File: src/rtl/bcd_to_bin_seq.sv
// Packed-BCD to binary converter, Horner method one digit per clock, MSD first.
// Result valid NUM_DIGITS cycles after accept; held in DONE until out_ready, one word in flight.
module bcd_to_bin_seq #(
  parameter int NUM_DIGITS = 4,
  parameter int BIN_W      = 14
) (
  input  logic                    clk,
  input  logic                    rst_n,
  input  logic                    in_valid,
  output logic                    in_ready,
  input  logic [4*NUM_DIGITS-1:0] bcd_in,
  output logic                    out_valid,
  input  logic                    out_ready,
  output logic [BIN_W-1:0]        bin,
  output logic                    err
);

  function automatic longint unsigned pow10(input int n);
    longint unsigned r;
    r = 1;
    for (int i = 0; i < n; i++) r = r * 10;
    return r;
  endfunction

  localparam longint unsigned MAX_DEC = pow10(NUM_DIGITS) - 1;
  localparam int CNT_W = (NUM_DIGITS > 1) ? $clog2(NUM_DIGITS) : 1;
  localparam int SH_W  = 4 * NUM_DIGITS;

  generate
    if (NUM_DIGITS < 1 || BIN_W < 4 || (BIN_W < 63 && (64'd1 << BIN_W) <= MAX_DEC)) begin : g_bad_width
      $error("bcd_to_bin_seq: BIN_W too narrow for NUM_DIGITS");
    end
  endgenerate

  localparam logic [1:0] S_IDLE = 2'd0;
  localparam logic [1:0] S_CONV = 2'd1;
  localparam logic [1:0] S_DONE = 2'd2;

  logic [1:0]       state_q,   state_d;
  logic [BIN_W-1:0] acc_q,     acc_d;
  logic [SH_W-1:0]  sh_q,      sh_d;
  logic [CNT_W-1:0] cnt_q,     cnt_d;
  logic             err_int_q, err_int_d;
  logic [BIN_W-1:0] bin_q,     bin_d;
  logic             err_q,     err_d;

  logic [3:0]       digit;
  logic [BIN_W-1:0] acc_step;
  logic             err_step;
  logic             last_digit;

  // Non-decimal nibbles still fold into the accumulator; the err flag masks the result later.
  assign digit      = sh_q[SH_W-1 -: 4];
  assign acc_step   = (acc_q << 3) + (acc_q << 1) + BIN_W'(digit);
  assign err_step   = err_int_q | (digit > 4'd9);
  assign last_digit = (cnt_q == CNT_W'(NUM_DIGITS - 1));

  always_comb begin
    state_d   = state_q;
    acc_d     = acc_q;
    sh_d      = sh_q;
    cnt_d     = cnt_q;
    err_int_d = err_int_q;
    bin_d     = bin_q;
    err_d     = err_q;
    case (state_q)
      S_IDLE: begin
        if (in_valid) begin
          sh_d      = bcd_in;
          acc_d     = '0;
          cnt_d     = '0;
          err_int_d = 1'b0;
          state_d   = S_CONV;
        end
      end
      S_CONV: begin
        acc_d     = acc_step;
        err_int_d = err_step;
        sh_d      = sh_q << 4;
        cnt_d     = cnt_q + 1'b1;
        if (last_digit) begin
          bin_d   = err_step ? '0 : acc_step;
          err_d   = err_step;
          state_d = S_DONE;
        end
      end
      S_DONE: begin
        if (out_ready) state_d = S_IDLE;
      end
      default: state_d = S_IDLE;
    endcase
  end

  always_ff @(posedge clk or negedge rst_n) begin
    if (!rst_n) begin
      state_q   <= S_IDLE;
      acc_q     <= '0;
      sh_q      <= '0;
      cnt_q     <= '0;
      err_int_q <= 1'b0;
      bin_q     <= '0;
      err_q     <= 1'b0;
    end else begin
      state_q   <= state_d;
      acc_q     <= acc_d;
      sh_q      <= sh_d;
      cnt_q     <= cnt_d;
      err_int_q <= err_int_d;
      bin_q     <= bin_d;
      err_q     <= err_d;
    end
  end

  assign in_ready  = (state_q == S_IDLE);
  assign out_valid = (state_q == S_DONE);
  assign bin       = bin_q;
  assign err       = err_q;

endmodule

File: config.mk
export PLATFORM = sky130hd
export DESIGN_NAME = bcd_to_bin_seq
export DESIGN_NICKNAME = d
export VERILOG_FILES = /design/src/rtl/bcd_to_bin_seq.sv
export SDC_FILE = /design/constraint.sdc
export NUM_CORES = 1
export LEC_CHECK = 0
export CORE_MARGIN = 1
export CORE_UTILIZATION = 55
export CTS_CLUSTER_DIAMETER = 30
export CTS_CLUSTER_SIZE = 20
export DETAILED_ROUTE_END_ITERATION = 10
export DONT_BUFFER_PORTS = 1
export PLACE_DENSITY = 0.7
export SKIP_LAST_GASP = 1
export SLEW_MARGIN = 20
export SYNTH_ARGS = -nofsm -noshare
export SYNTH_HDL_FRONTEND = slang
export SYNTH_SLANG_ARGS = --single-unit
File: constraint.sdc
create_clock -name clk -period 3 [get_ports clk]
set_clock_uncertainty 0.2 [all_clocks]
set_input_delay 0.15 -clock clk [delete_from_list [all_inputs] [get_ports clk]]
set_output_delay 0.15 -clock clk [all_outputs]
set_load 0.02 [all_outputs]
======== After elaboration in Yosys (flattened, before gate mapping) ========
Index checks and enable logic that the tools add are counted.
word-level totals
  register bits ........................... 49
  output and inout port bits .............. 17
  bits of input ports ..................... 20
  word-level logic and storage cells ...... 36
operators by class
  order comparisons ....................... 1
  reductions and logical operators ........ 5
  $add $sub $neg .......................... 3
  mux-type cells .......................... 13
  eq/ne operators ......................... 6
  bitwise gates (word level) .............. 1
operators by type and width
  kind                   number
  $pmux W16 S2           1
  $pmux W13 S2           1
  $mux W16               1
  $add A14 B14 Y14       1
  $add A14 B4 Y14        1
  $mux W14               1
  $mux W13               1
  $mux W2                4
  $pmux W2 S3            1
  $eq A2 B2 Y1 const B   2
  $gt A4 B4 Y1 const B   1
  $ne A2 B2 Y1 const B   2
  $pmux W2 S2            1
  $reduce_and A2 Y1      2
  $reduce_and A3 Y1      1
  $add A2 B1 Y2 const B  1
  $eq A2 B1 Y1 const B   1
  $logic_not A2 Y1       1
  $ne A2 B1 Y1 const B   1
  $pmux W1 S2            1
  $reduce_bool A2 Y1     1
  $mux W1                1
  $or A1 B1 Y1           1

======== Logic depth before layout (Yosys ltp) ========
  word-level depth ........................ 3
  mapped depth ............................ 9
  mapped depth without buffers ............ 9

======== Least setup slack after synthesis ========
OpenSTA, ideal clock, no wires.
  path kind ............................... register to register
  start point ............................. register acc_q[0]
  end point ............................... register acc_q[10]
  required time ........................... 2.676 ns
  arrival ................................. 2.330 ns
  stages on the path, launching flop included .. 9
  setup slack ............................. 0.346 ns
  setup time .............................. 0.124 ns
  path buffers ............................ 0
  period minus slack after synthesis ...... 2.654 ns
  cell sequence ........................... dfrtp_1 -> inv_1 -> fa_1 -> fa_1 -> nand2b_1 -> a21o_1 -> a21o_1 -> and4_1 -> a211o_1
on the way
  cells in the longest elaborated chain, start to end .. 3
RTL lines
  item                      RTL line  text
  start: declaration        40        logic [BIN_W-1:0] acc_q, acc_d;
  start signal: assignment  97        acc_q <= '0;
  start signal: assignment  105       acc_q <= acc_d;
  $add A14 B14 Y14          54        assign acc_step = (acc_q << 3) + (acc_q << 1) + BIN_W'(digit);
  $add A14 B4 Y14           54
  $pmux W13 S2              66        case (state_q)
No other way between the ends.
A chain may end at the register's enable or synchronous reset.

======== Worst setup path in the final report ========
  start point ............................. register acc_q[0]
  end point ............................... register bin_q[9], in the netlist bin[9]
on the way
  cells in the longest elaborated chain, start to end .. 3
RTL lines
  item                    RTL line  text
  $add A14 B14 Y14        54
  $add A14 B4 Y14         54
  $mux W14                82        bin_d = err_step ? '0 : acc_step;
  end signal: assignment  109       bin_q <= bin_d;
  end: declaration        44        logic [BIN_W-1:0] bin_q, bin_d;
No other way between the ends.

==> flow_metrics.py <==
metrics = {
    "setup_path": {
        "end_kind": "register",
        "start_kind": "register",
        "rr_endpoint": "bin[9]$_DFFE_PN0P_",
        "cpLargestDelayFamily": "adder cells",
        "cp_data_required_time_ps": 2990,
        "ff2ff_path_depth": 9,
        "arrival_ps": 2810,
        "crit_type": "reg -> reg",
        "critPathLaunch": "acc_q[0]$_DFFE_PN0P_",
        "critPathMaxStageDelay_ps": 590,
        "critPathSlowestCell": "fa_1",
        "r2r_slack_ps": 180,
        "cp_max_fo": 4,
        "crit_chain": "inv_1 > fa_1 > inv_1 > ha_1 > a21o_1 > nand4_1 > a21oi_1 > or3_1 > a32o_1",
        "path_buf_inv": 2,
        "rr_startpoint": "acc_q[0]$_DFFE_PN0P_",
        "cp_common_cell": "inv_1",
    },
    "pwr": {
        "p_leak_uw": 0.00144,
        "vdd_drop_max_uv": 759,
        "powerDensity_mw_per_mm2": 1170,
    },
    "placement": {
        "dp_slack_ps": 198,
        "place.port_buffers": 0,
        "gp_congestion": 0.827,
        "dpl.hpwl_mm": 3.85,
    },
    "detailed_routing": {
        "routed_wl_mm": 5.81,
        "wl_per_cell_um": 17.8,
        "first_pass_iters": 4,
        "ant_nets": 0,
        "routed-via-count": 2075,
        "drt_iter0_drc": 122,
        "drc": 0,
        "avgViaCountPerCell": 6.35,
    },
    "global_routing": {
        "grt_max_degree": 50,
        "grt_pass1_wl_mm": 10.1,
        "grt.overflow.total": 0,
        "grt_antenna_before_repair": 0,
        "grt_pass1_vias": 2162,
        "grt_usage_pct": 26.0,
    },
    "timing": {
        "setup_viol": 0,
        "drv_slew": 0,
        "relSlewSlack_pct": 60.3,
        "hold_slack_ps": 14.4,
        "fin_setup_tns_ps": 0,
        "worst-slew-pin-transition_ps": 595,
        "timing.fmax_mhz": 354,
        "setup_ws_ps": 177,
        "hold_viol_final": 0,
        "period_needed_ps": 2820,
        "min_period_over_period_pct": 94.1,
        "rsz0062_at_grt": "no",
    },
    "cts": {
        "cts_buffers": 5,
        "worst_skew_pair.late_latency_ps": 290,
        "cts.htree.levels": 2,
        "clockBufferDepth": 2,
        "cts_tree": "yes",
        "cts.clk_slew.worst_paths_ps": 80,
        "clock_sinks": 49,
        "post-cts-setup-buffer-count": 0,
        "root_buffer": "clkbuf_8",
    },
    "logic_synthesis": {
        "ys_seq_area_share_pct": 47.0,
        "syn-num-nets": 291,
        "yosys.area.top_type_share_pct": 47.0,
        "synth_common_cells": "dfrtp_1, ha_1, nand2_1, a22o_1, o21ai_0",
        "netlist_instances": 246,
        "async_flop_share_pct": 100,
        "synth_ff_type": "dfrtp_1",
        "synth_edf_count": 0,
        "yosysTopAreaCell": "dfrtp_1",
        "synth_seq_cells": 49,
        "ys_top_cells_by_area": "dfrtp_1, ha_1, a22o_1",
        "synth.most_common_cell": "dfrtp_1",
        "ys_types": 38,
        "synth_area_per_cell_um2": 10.6,
        "netlist_area_mm2": 0.00261,
        "yosysWarnings": 0,
    },
    "worst_hold_path": {
        "hold_end": "sh_q[3]$_DFFE_PN0P_",
        "hold_path.class": "in -> reg",
        "holdPathStages": 2,
        "hp-start": "in_valid",
    },
    "die": {
        "pin_count": 37,
        "die-area_mm2": 0.00503,
        "die_x_um": 70.9,
        "rows": 24,
        "start_util_pct": 58.8,
        "die_h_um": 70.9,
        "core_area_mm2": 0.00444,
    },
    "final_layout": {
        "drive_above_1_share_pct": 6.55,
        "fin_util_pct": 68.9,
        "diodes": 0,
        "area_growth_pct": 17.2,
        "fin_nets": 320,
        "nFillCells": 351,
    },
    "flow_run": {
        "drv_cap": 0,
    },
    "run_status": {
        "outcome": "finished, final reports clean",
    },
}
kinds of logic after synthesis:
logic type / Yosys count / share of synthesized area (%)
compound gates: 91 / 25.3
xor+xnor: 7 / 2.35
fa+ha+maj: 25 / 12.6
buf+inv: 22 / 3.26
flops: 49 / 47.0
simple gates: 52 / 9.53
sequential cells by signal, indices dropped and copies added, names as in the netlist:
name and flops:
acc_q 13, bin 14, cnt_q 2, err 1
err_int_q 1, sh_q 16, state_q 2
timing repair:
| item | 4_1_cts | 5_1_grt |
|---|---|---|
| setup endpoints to repair | 0 | 0 |
| hold endpoints to repair | 67 | 0 |
| hold buffers | 29 | 0 |
| gates resized for setup | 0 | 0 |
report_power, final:
| part | internal, uW | switching, uW |
|---|---|---|
| sequential | 949 | 318 |
| combinational | 875 | 1050 |
| clock | 183 | 204 |
| total | 2010 | 1570 |
stage by stage:
step / power (uW) / std cells / instance area, um2
finish: 3580 / 327 / 3060
global route: 3890 / 327 / 3060
CTS: 3580 / 327 / 3060
detailed placement: 3070 / 291 / 2670
global placement: 3030 / 291 / 2670
floorplan: 2670 / 246 / 2610
cells in the final DEF, fill, tap and decap left out, drive strengths merged, types with 6 or more instances in the layout:
cell type    count
dfrtp           49
dlygate4sd3     28
ha              23
nand2           22
a22o            21
o21ai           17
a21oi           17
nor2            11
inv              9
a32o             7
a22oi            7
clkbuf           7
o22ai            6
buf              6
final cells by class:
type | count | area [um2] | share of cell area [%]
inverters | 10 | 37.5 | 1.23
flip-flops and latches | 49 | 1230 | 40.1
repair buffers | 34 | 345 | 11.3
multi-input cells | 175 | 1300 | 42.5
clock buffers | 7 | 86.3 | 2.82
well taps | 52 | 65.1 | 2.13
metal layers:
metal	part of all wire, %	track usage, %	vias up
met4	1.0	7.56	0
li1	-	-	974
met3	3.6	5.27	6
met5	0	0	-
met2	51	45.2	54
met1	45	33.1	1041
worst max path at each step:
stage	endpoint	slack [ps]	depth (start not counted)
floorplan	acc_q[10]$_DFFE_PN0P_	350	8
global placement	bin[13]$_DFFE_PN0P_	250	9
detailed placement	bin[9]$_DFFE_PN0P_	200	9
CTS	bin[9]$_DFFE_PN0P_	170	9
global route	bin[9]$_DFFE_PN0P_	50	9
finish	bin[9]$_DFFE_PN0P_	180	9
Power figures use the tool's default switching activity.
